<file path="config.mk">
export PLATFORM = sky130hd
export DESIGN_NAME = cache_arbiter
export DESIGN_NICKNAME = d
export VERILOG_FILES = /design/src/rtl/cache_arbiter.sv
export SDC_FILE = /design/constraint.sdc
export NUM_CORES = 1
export LEC_CHECK = 0
export BUFFER_PORTS_ARGS = -buffer_cell sky130_fd_sc_hd__buf_2
export CAP_MARGIN = 20
export CORE_AREA = 3 3 634 636
export CTS_BUF_LIST = sky130_fd_sc_hd__clkbuf_4 sky130_fd_sc_hd__clkbuf_8
export CTS_CLUSTER_DIAMETER = 80
export DETAILED_ROUTE_END_ITERATION = 10
export DIE_AREA = 0 0 637 639
export HOLD_SLACK_MARGIN = 0.12
export PLACE_DENSITY_LB_ADDON = 0.2
export SLEW_MARGIN = 20
export SYNTH_ARGS = -nofsm -noshare
export SYNTH_HDL_FRONTEND = slang
export SYNTH_SLANG_ARGS = --single-unit
</file>
<file path="constraint.sdc">
create_clock -name clk_i -period 2.6 [get_ports clk_i]
set_input_delay 0.52 -clock clk_i [delete_from_list [all_inputs] [get_ports clk_i]]
set_output_delay 0.52 -clock clk_i [all_outputs]
set_load 0.01 [all_outputs]
</file>
<file path="src/rtl/cache_arbiter.sv">
// ============================================================================
// cache_arbiter: shares one memory port between I-cache (A) and D-cache (B)
// Revision: 1.0
// ============================================================================
`default_nettype none

module cache_arbiter #(
  parameter int ADDR_W = 32,
  parameter int LINE_W = 256
) (
  input  logic              clk_i,
  input  logic              reset_i,
  input  logic              a_read_i,
  input  logic              a_write_i,
  input  logic [ADDR_W-1:0] a_address_i,
  input  logic [LINE_W-1:0] a_wdata_i,
  output logic [LINE_W-1:0] a_rdata_o,
  output logic              a_resp_o,
  input  logic              b_read_i,
  input  logic              b_write_i,
  input  logic [ADDR_W-1:0] b_address_i,
  input  logic [LINE_W-1:0] b_wdata_i,
  output logic [LINE_W-1:0] b_rdata_o,
  output logic              b_resp_o,
  output logic              mem_read_o,
  output logic              mem_write_o,
  output logic [ADDR_W-1:0] mem_address_o,
  output logic [LINE_W-1:0] mem_wdata_o,
  input  logic [LINE_W-1:0] mem_rdata_i,
  input  logic              mem_resp_i
);

  typedef enum logic [1:0] {
    IDLE    = 2'd0,
    SERVE_A = 2'd1,
    SERVE_B = 2'd2
  } state_t;

  state_t              state_q, state_d;
  logic                last_b_q, last_b_d;
  logic                mem_read_q, mem_read_d;
  logic                mem_write_q, mem_write_d;
  logic [ADDR_W-1:0]   mem_address_q, mem_address_d;
  logic [LINE_W-1:0]   mem_wdata_q, mem_wdata_d;
  logic                req_a, req_b;
  logic                take_a, take_b;

  assign req_a = a_read_i | a_write_i;
  assign req_b = b_read_i | b_write_i;

  always_comb begin
    state_d       = state_q;
    last_b_d      = last_b_q;
    mem_read_d    = mem_read_q;
    mem_write_d   = mem_write_q;
    mem_address_d = mem_address_q;
    mem_wdata_d   = mem_wdata_q;
    take_a        = 1'b0;
    take_b        = 1'b0;

    case (state_q)
      IDLE: begin
        // On a tie, the requester that was not served last wins.
        if (req_a && (!req_b || last_b_q)) take_a = 1'b1;
        else if (req_b)                    take_b = 1'b1;
      end
      SERVE_A: begin
        if (mem_resp_i) begin
          last_b_d = 1'b0;
          if (req_b) begin
            take_b = 1'b1;
          end else begin
            state_d     = IDLE;
            mem_read_d  = 1'b0;
            mem_write_d = 1'b0;
          end
        end
      end
      SERVE_B: begin
        if (mem_resp_i) begin
          last_b_d = 1'b1;
          if (req_a) begin
            take_a = 1'b1;
          end else begin
            state_d     = IDLE;
            mem_read_d  = 1'b0;
            mem_write_d = 1'b0;
          end
        end
      end
      default: begin
        state_d     = IDLE;
        mem_read_d  = 1'b0;
        mem_write_d = 1'b0;
      end
    endcase

    // A simultaneous read and write is resolved as a write.
    if (take_a) begin
      state_d       = SERVE_A;
      mem_address_d = a_address_i;
      mem_wdata_d   = a_wdata_i;
      mem_write_d   = a_write_i;
      mem_read_d    = a_read_i & ~a_write_i;
    end else if (take_b) begin
      state_d       = SERVE_B;
      mem_address_d = b_address_i;
      mem_wdata_d   = b_wdata_i;
      mem_write_d   = b_write_i;
      mem_read_d    = b_read_i & ~b_write_i;
    end
  end

  always_ff @(posedge clk_i) begin
    if (reset_i) begin
      state_q       <= IDLE;
      last_b_q      <= 1'b0;
      mem_read_q    <= 1'b0;
      mem_write_q   <= 1'b0;
      mem_address_q <= '0;
      mem_wdata_q   <= '0;
    end else begin
      state_q       <= state_d;
      last_b_q      <= last_b_d;
      mem_read_q    <= mem_read_d;
      mem_write_q   <= mem_write_d;
      mem_address_q <= mem_address_d;
      mem_wdata_q   <= mem_wdata_d;
    end
  end

  assign a_resp_o      = (state_q == SERVE_A) & mem_resp_i;
  assign b_resp_o      = (state_q == SERVE_B) & mem_resp_i;
  assign a_rdata_o     = mem_rdata_i;
  assign b_rdata_o     = mem_rdata_i;
  assign mem_read_o    = mem_read_q;
  assign mem_write_o   = mem_write_q;
  assign mem_address_o = mem_address_q;
  assign mem_wdata_o   = mem_wdata_q;

endmodule

`default_nettype wire

</file>
==> results of run 1 <==
cell usage in the layout, fill, tap and decap left out, types with 2 or more instances in the layout:
cell type,instances
o2111ai_1,2
nor2_1,292
diode_2,30
buf_6,2
clkbuf_4,31
and3b_1,2
clkinv_2,5
nand2_1,576
dlygate4sd3_1,587
buf_2,871
bufinv_16,6
dfxtp_1,291
buf_12,30
buf_4,49
nand2b_1,2
nor2b_1,2
clkbuf_16,5
a311oi_1,209
buf_16,3
a31oi_1,2
a311oi_2,80
a21oi_1,2
clkbuf_8,89
o21ai_0,2
dfxtp_2,2
cell usage after synthesis, drive strengths merged:
library cell	count
nor2b	3
a211o	1
nor2	292
or3b	1
dfxtp	293
or4b	1
a31oi	2
or2	1
a211oi	1
o21a	1
nor4	1
clkbuf	100
buf	573
or3	1
nand2	576
and3b	2
a2bb2oi	1
nand2b	2
xnor2	1
o21bai	1
and3	1
inv	2
a21o	1
o2111ai	3
o21ai	2
a21oi	2
a311oi	289
power groups by stage:
stage	clock network, mW	registers (mW)	logic (mW)
after global routing	7.70	6.32	11.5
after floorplan	0	6.57	3.89
after CTS	7.65	6.23	10.8
final	7.08	6.20	10.4
after global placement	0	6.29	9.76
after detailed placement	0	6.30	9.72
cell type report:
cell class	count	area share [%]
inverter	2	0.0311
antenna	30	0.233
tap	5242	20.4
sequential	293	18.2
multi-input combinational	1186	20.3
clock buffer	120	4.53
clock inverter	14	0.738
timing repair buffer	1548	35.5
registers in the layout (all words and copies together), names as in the netlist:
register / cells
mem_read_o: 1
mem_address_o: 32
mem_write_o: 1
mem_wdata_o: 256
state_q: 2
last_b_q: 1
cells by family after synthesis:
logic type	Yosys count	share of synthesized area, %
xor+xnor	1	0.0518
simple gates	881	19.8
buf+inv	675	26.8
flops	293	34.7
compound gates	304	18.7
repair_timing:
item / 4_1_cts / 5_1_grt
gates cloned: 0 / 5
resized for setup: 10 / 5
pin swaps: 0 / 3
endpoints found under the hold margin: 293 / 0
buffers inserted: 0 / 6
setup endpoints to repair: 2 / 49
hold buffers: 587 / 0
per-layer routing:
metal | GRT usage [%] | vias to the layer above | wire [um]
met4 | 4.02 | 48 | 9850
met2 | 17.3 | 1458 | 104000
met3 | 8.87 | 428 | 40900
met5 | 0.803 | - | 640
li1 | - | 8737 | -
met1 | 8.94 | 9485 | 66900
final timing paths:
kind	endpoint	slack (ns)
worst min register to register	mem_wdata_o[216]	0.48
worst max-delay path	mem_wdata_o[207]	-0.007
worst max register to register	mem_wdata_o[207]	0.14
worst min-delay path	mem_wdata_o[148]	0.43
worst min-delay path, stage by stage:
cell	delay, ns
dlygate4sd3_1	0.53
buf_2	0.12
nand2_1	0.05
a311oi_1	0.08
==> out/metrics.csv, run 1 <==
metric,value,unit
antenna violations before repair,99,
clock power share,29.9,%
fin worst setup slack,-0.00737,ns
"Reg clk slew, reported paths",0.06,ns
sequential cell area fraction in the yosys report,34.7,%
synthesized area,16900,sq um
Avg Inst Size Synth,7.86,sq um
fin cells,8435,
CTS tree,built,
PortBufs,874,
clock tree buffer depth,4,
Final Hold Vio Count,0,
Critical Path Start,b_read_i,
vias in the first global route,20824,
Pins Over Slew Limit,0,
RSZ-0062 raised after global routing,false,
hold path depth,4,
Seq cells post-synth,293,
Switching Share,44.1,%
fin crit share,100,%
H-tree Lvls,3,
Slew @ Worst Pin,0.793,ns
largest net degree at the start of global routing,79,
Net Sw Power,10.4,mW
Syn-to-layout area delta,90.3,%
Clock Latency Late Sink,0.90,ns
Core ar.,396000,sq um
Worst Hold Class,in2reg,
Worst path depth,9,
Cell Int Power,13.2,mW
Final Setup Violations,1,
layout cells sized above 1,37.6,%
Top delay family on crit path,buffers and inverters,
crit start category,input pin,
TritonRoute pass-1 iters,6,
Vias/cell,2.39,
CP Data Required Time,3.36,ns
total power draw,23.7,mW
final hold slack,0.429,ns
Die W,637,um
die area,407000,sq um
Remaining DRCs,0,
Tot GR Track Use,10.4,%
Root Driver,clkbuf_8,
remaining antenna violation count,0,
Reg power frac,26.2,%
WP buf/inv,5,
CP peak stage delay,0.67,ns
crit-path max FO,29,
Fmax,384,MHz
Setup Skew,0.107,ns
flip-flop and latch area,5870,sq um
Area after DPL,24300,sq um
worst-path cell chain,dlygate4sd3_1 -> buf_2 -> o21bai_4 -> o2111ai_4 -> buf_12 -> buf_4 -> nor2_1 -> a311oi_1 -> dlygate4sd3_1,
Total Routed Length,222,mm
cells on worst reg2reg path,7,
VDD IR max,0.000328,V
Place WS,0.121,ns
Yosys top cell area share,34.7,%
status,finished with violations,
routability cong.,0.739,
cell mode on critical path,dlygate4sd3_1,
Yosys warning count,0,
reg2reg start,state_q[1],
Util after Layout,8.13,%
setup TNS,-0.00737,ns
initial core utilization,4.27,%
via count,20156,
first-pass GRT wire length,266,mm
HPWL after DPL,194,mm
post-layout net count,3948,
# clock sinks,293,
final instance area,32200,sq um
placed insts,7673,
Slew HR,47.1,%
Die H,639,um
Final Critical Period,2.61,ns
maxcap violations,0,
Crit Path Category,in2reg,
remaining global-route overflow,0,
Num CTS Buffers,78,
"slowest stage cell, crit path",dlygate4sd3_1,
I/O pins,1643,
Hold Startpoint,b_wdata_i[148],
Pwr Density,735,nW/um^2
P_leak,12.4,nW
num rows,231,
WP data arrival,3.37,ns
Fill cells,46520,
Multi-input gate area,6550,sq um
cell accounting for the most synthesized area,dfxtp_1,
Logic pwr share,43.9,%
Worst setup EP type,flip-flop,
Synth Instances,2154,
Synth Net Count,2993,
per-cell routed wire length,26.3,um
count of cell types in the netlist,32,
"top cells by area, synth","dfxtp_1 35%, buf_4 23%, nand2_1 13%",
initial DRC count,1050,
failing checks,setup timing,
Note: power is estimated with default switching activity, not from simulation.
==> run 2, diff against run 1 <==
--- a/config.mk
+++ b/config.mk
@@ -5,13 +5,14 @@
 export SDC_FILE = /design/constraint.sdc
 export NUM_CORES = 1
 export LEC_CHECK = 0
+export ABC_CLOCK_PERIOD_IN_PS = 3050
 export BUFFER_PORTS_ARGS = -buffer_cell sky130_fd_sc_hd__buf_2
 export CAP_MARGIN = 20
-export CORE_AREA = 3 3 634 636
+export CORE_AREA = 3 3 648 650
 export CTS_BUF_LIST = sky130_fd_sc_hd__clkbuf_4 sky130_fd_sc_hd__clkbuf_8
 export CTS_CLUSTER_DIAMETER = 80
 export DETAILED_ROUTE_END_ITERATION = 10
-export DIE_AREA = 0 0 637 639
+export DIE_AREA = 0 0 651 653
 export HOLD_SLACK_MARGIN = 0.12
 export PLACE_DENSITY_LB_ADDON = 0.2
 export SLEW_MARGIN = 20
==> constraint.sdc (replaced) <==
create_clock -name clk_i -period 3.05 [get_ports clk_i]
set_input_delay 0.61 -clock clk_i [delete_from_list [all_inputs] [get_ports clk_i]]
set_output_delay 0.61 -clock clk_i [all_outputs]
set_load 0.01 [all_outputs]
==> out/metrics.csv, run 2 (same netlist as run 1, synthesis figures left out) <==
metric,value,unit
status,"complete, no violations",
P_leak,12.5,nW
fin crit share,97.2,%
remaining global-route overflow,0,
VDD IR max,0.000251,V
# clock sinks,293,
Core ar.,414000,sq um
num rows,236,
Worst setup EP type,flip-flop,
"slowest stage cell, crit path",or4b_2,
crit start category,input pin,
maxcap violations,0,
initial core utilization,4.09,%
Die H,653,um
post-layout net count,3931,
Die W,651,um
first-pass GRT wire length,266,mm
TritonRoute pass-1 iters,5,
Tot GR Track Use,9.97,%
max reg flops,256,
Util after Layout,7.76,%
Logic pwr share,44.0,%
WP buf/inv,4,
layout cells sized above 1,37.2,%
Total Routed Length,221,mm
vias in the first global route,21057,
WP data arrival,3.77,ns
Remaining DRCs,0,
met3 Use GR,9.76,%
Pwr Density,648,nW/um^2
Switching Share,43.1,%
worst-path cell chain,dlygate4sd3_1 -> buf_2 -> o21a_1 -> a21o_1 -> or4b_2 -> dlygate4sd3_1 -> a311oi_1 -> dlygate4sd3_1,
clock power share,30.4,%
GR peak layer,met2,
RSZ-0062 raised after global routing,false,
Net Sw Power,8.96,mW
CP Data Required Time,3.86,ns
Worst Hold Class,in2reg,
die area,425000,sq um
H-tree Lvls,3,
Slew HR,44.7,%
via count,19887,
setup TNS,0,ns
CTS tree,built,
met2 Usage GRT,16.2,%
most frequent cells in the layout,"873 x buf_2, 583 x dlygate4sd3_1, 576 x nand2_1",
largest net degree at the start of global routing,87,
I/O pins,1643,
initial DRC count,1097,
clock tree buffer depth,4,
antenna violations before repair,92,
Final Critical Period,2.97,ns
Fill cells,48673,
Fmax,337,MHz
routability cong.,0.768,
Syn-to-layout area delta,89.6,%
Final Hold Vio Count,0,
Clock Latency Late Sink,0.86,ns
Crit Path Category,in2reg,
"Reg clk slew, reported paths",0.06,ns
met1 Usage GRT,8.38,%
Pins Over Slew Limit,0,
Multi-input gate area,6550,sq um
crit-path max FO,4,
Num CTS Buffers,81,
Reg power frac,25.6,%
cell mode on critical path,dlygate4sd3_1,
remaining antenna violation count,0,
Slew @ Worst Pin,0.829,ns
Cell Int Power,11.8,mW
Setup Skew,0.0667,ns
HPWL after DPL,194,mm
PortBufs,874,
Vias/cell,2.30,
per-cell routed wire length,25.6,um
post-CTS resize count,0,
"most common cell after layout, fill and taps aside",buf_2,
Final Setup Violations,0,
Root Driver,clkbuf_8,
Top delay family on crit path,buffers and inverters,
flip-flop and latch area,5870,sq um
CP peak stage delay,0.59,ns
==> run 2: worst reg2reg max path: stages, from the launching register on <==
cell and delay (ns):
dfxtp_1 0.45, inv_2 0.16, a21o_1 0.20, or4b_2 0.59
dlygate4sd3_1 0.58, a311oi_1 0.25, dlygate4sd3_1 0.57
==> run 2: final cells by class <==
type	instances	share of cell area, %
diodes	14	0.109
clock buffers	118	4.55
clock inverters	16	0.940
inverters	2	0.0234
multi-input cells	1186	20.4
flip-flops and latches	293	18.3
well taps	5474	21.3
repair buffers	1528	34.3
==> run 2: stage by stage <==
| stage | hold WS (ns) | cells | setup slack, ns | instance area [sq um] | power [mW] |
|---|---|---|---|---|---|
| finish | 0.350 | 8631 | 0.0846 | 32100 | 20.8 |
| global route | 0.260 | 8625 | 0.0327 | 32100 | 22.5 |
| floorplan | 0.492 | 2154 | 0.967 | 16900 | 8.91 |
| CTS | 0.149 | 8615 | 0.134 | 32000 | 21.8 |
| global placement | 0.470 | 7898 | 0.377 | 24400 | 13.6 |
| detailed placement | 0.470 | 7898 | 0.358 | 24400 | 13.6 |
==> run 2: metal layers <==
| metal | share of wire (%) | up-vias | wire [um] |
|---|---|---|---|
| met3 | 21 | 380 | 46300 |
| met4 | 3.3 | 46 | 7310 |
| met2 | 46 | 1491 | 102000 |
| li1 | - | 8676 | - |
| met5 | 0.40 | - | 878 |
| met1 | 29 | 9294 | 64600 |
==> run 2: timing repair <==
action	4_1_cts	5_1_grt
hold buffers	583	0
buffers inserted	0	2
setup endpoints to repair	0	1
hold endpoints to repair	293	0
==> run 2: path summary, 6_finish.rpt <==
kind,depth (start not counted),slack [ns],startpoint,endpoint
worst min-delay path,4,0.35,b_read_i,state_q[1]
worst max register to register,6,0.18,state_q[0],mem_read_o
worst max-delay path,8,0.08,a_read_i,mem_read_o
worst min register to register,2,0.64,state_q[0],state_q[1]
==> run 2: power groups by stage <==
stage | Combinational [mW] | Clock (mW) | Sequential (mW)
after floorplan | 3.31 | 0 | 5.60
after global placement | 8.18 | 0 | 5.39
after detailed placement | 8.16 | 0 | 5.40
after CTS | 9.66 | 6.84 | 5.34
after global routing | 10.2 | 6.90 | 5.42
final | 9.15 | 6.32 | 5.32
==> run 3, diff against run 2 <==
==> constraint.sdc (replaced) <==
create_clock -name clk_i -period 3.05 [get_ports clk_i]
set_input_delay 0.4575 -clock clk_i [delete_from_list [all_inputs] [get_ports clk_i]]
set_output_delay 0.4575 -clock clk_i [all_outputs]
set_load 0.01 [all_outputs]
==> out/metrics.csv, run 3 (same netlist as run 1, synthesis figures left out) <==
metric,value,unit
TritonRoute pass-1 iters,6,
Clock Latency Late Sink,0.86,ns
Total Routed Length,221,mm
Tot GR Track Use,10.0,%
PortBufs,874,
Die W,651,um
vias in the first global route,20873,
"Reg clk slew, reported paths",0.06,ns
P_leak,12.5,nW
Slew HR,48.0,%
max reg flops,256,
via count,19965,
crit-path max FO,5,
Final Critical Period,2.84,ns
Core ar.,414000,sq um
maxcap violations,0,
H-tree Lvls,3,
crit start category,flip-flop,
clock tree buffer depth,4,
VDD IR max,0.000247,V
Fill cells,48712,
Worst setup EP type,flip-flop,
Crit Path Category,reg2reg,
num rows,236,
# clock sinks,293,
CP Data Required Time,3.89,ns
Place WS,0.523,ns
initial core utilization,4.09,%
Fmax,352,MHz
Pwr Density,644,nW/um^2
setup TNS,0,ns
CTS tree,built,
first-pass GRT wire length,267,mm
Pins Over Slew Limit,0,
RSZ-0062 raised after global routing,false,
Final Setup Violations,0,
fin worst setup slack,0.206,ns
Vias/cell,2.31,
Syn-to-layout area delta,90.0,%
per-cell routed wire length,25.6,um
WP data arrival,3.69,ns
Worst Hold Class,in2reg,
die area,425000,sq um
most frequent cells in the layout,"873 x buf_2, 588 x dlygate4sd3_1, 576 x nand2_1",
Die H,653,um
Setup Skew,0.0783,ns
Remaining DRCs,0,
routability cong.,0.768,
fin crit share,93.3,%
post-CTS resize count,0,
Slew @ Worst Pin,0.780,ns
status,"complete, no violations",
post-layout net count,3930,
remaining global-route overflow,0,
HPWL after DPL,194,mm
Final Hold Vio Count,0,
layout cells sized above 1,37.0,%
I/O pins,1643,
"most common cell after layout, fill and taps aside",buf_2,
largest net degree at the start of global routing,114,
antenna violations before repair,95,
remaining antenna violation count,0,
total power draw,20.7,mW
Num CTS Buffers,78,
final hold slack,0.401,ns
initial DRC count,1105,
Root Driver,clkbuf_8,
[run 3: cell count changes in the layout (fill, tap and decap cells not counted), moves of 2 or more]
cell / change
clkinvlp_4: +3
clkbuf_4: -6
buf_4: -7
bufinv_16: -2
clkbuf_8: +6
buf_12: +4
dlygate4sd3_1: +5
[run 3: per-stage QoR]
stage	util (%)	instances	area, sq um
after floorplan	-	2154	16900
after global placement	5.91	7895	24500
after detailed placement	5.91	7895	24500
after CTS	7.76	8617	32100
after global routing	7.77	8626	32100
final	7.77	8634	32200
[run 3: timing repair]
item / in CTS / in global routing
setup buffers: 0 / 2
hold endpoints to repair: 293 / 0
hold buffers: 588 / 0
endpoints found under the setup margin: 0 / 1
[run 3: per-layer routing]
layer | global-route usage, % | vias up | share of wire [%]
li1 | - | 8677 | -
met1 | 8.62 | 9389 | 30
met2 | 16.5 | 1471 | 46
met3 | 9.52 | 390 | 21
met4 | 2.73 | 38 | 3.2
met5 | 0.487 | - | 0.20
[run 3: path summary, 6_finish.rpt]
| check | start | end | slack (ns) | cells after the start |
|---|---|---|---|---|
| max | last_b_q | mem_read_o | 0.21 | 6 |
| min | a_wdata_i[144] | mem_wdata_o[144] | 0.40 | 4 |
| max reg2reg | last_b_q | mem_read_o | 0.21 | 6 |
| min reg2reg | last_b_q | last_b_q | 0.71 | 3 |
[run 3: worst max-delay path: stages, from the launching register on]
cell           delay, ns
dfxtp_1             0.37
o21a_1              0.21
a21o_1              0.22
or4b_2              0.60
dlygate4sd3_1       0.58
a311oi_1            0.25
dlygate4sd3_1       0.58
[run 3: power breakdown]
| part | internal [mW] | switching (mW) | leakage (nW) |
|---|---|---|---|
| combinational | 3.43 | 5.76 | 9.18 |
| clock | 3.62 | 2.54 | 0.912 |
| sequential | 4.71 | 0.631 | 2.44 |
[run 3: cell type report]
type | count | area, sq um | share of cell area (%)
diodes | 15 | 37.5 | 0.117
clock inverters | 16 | 249 | 0.774
clock buffers | 118 | 1500 | 4.66
multi-input cells | 1186 | 6550 | 20.4
well taps | 5474 | 6850 | 21.3
inverters | 2 | 7.51 | 0.0233
repair buffers | 1530 | 11100 | 34.5
flip-flops and latches | 293 | 5870 | 18.2
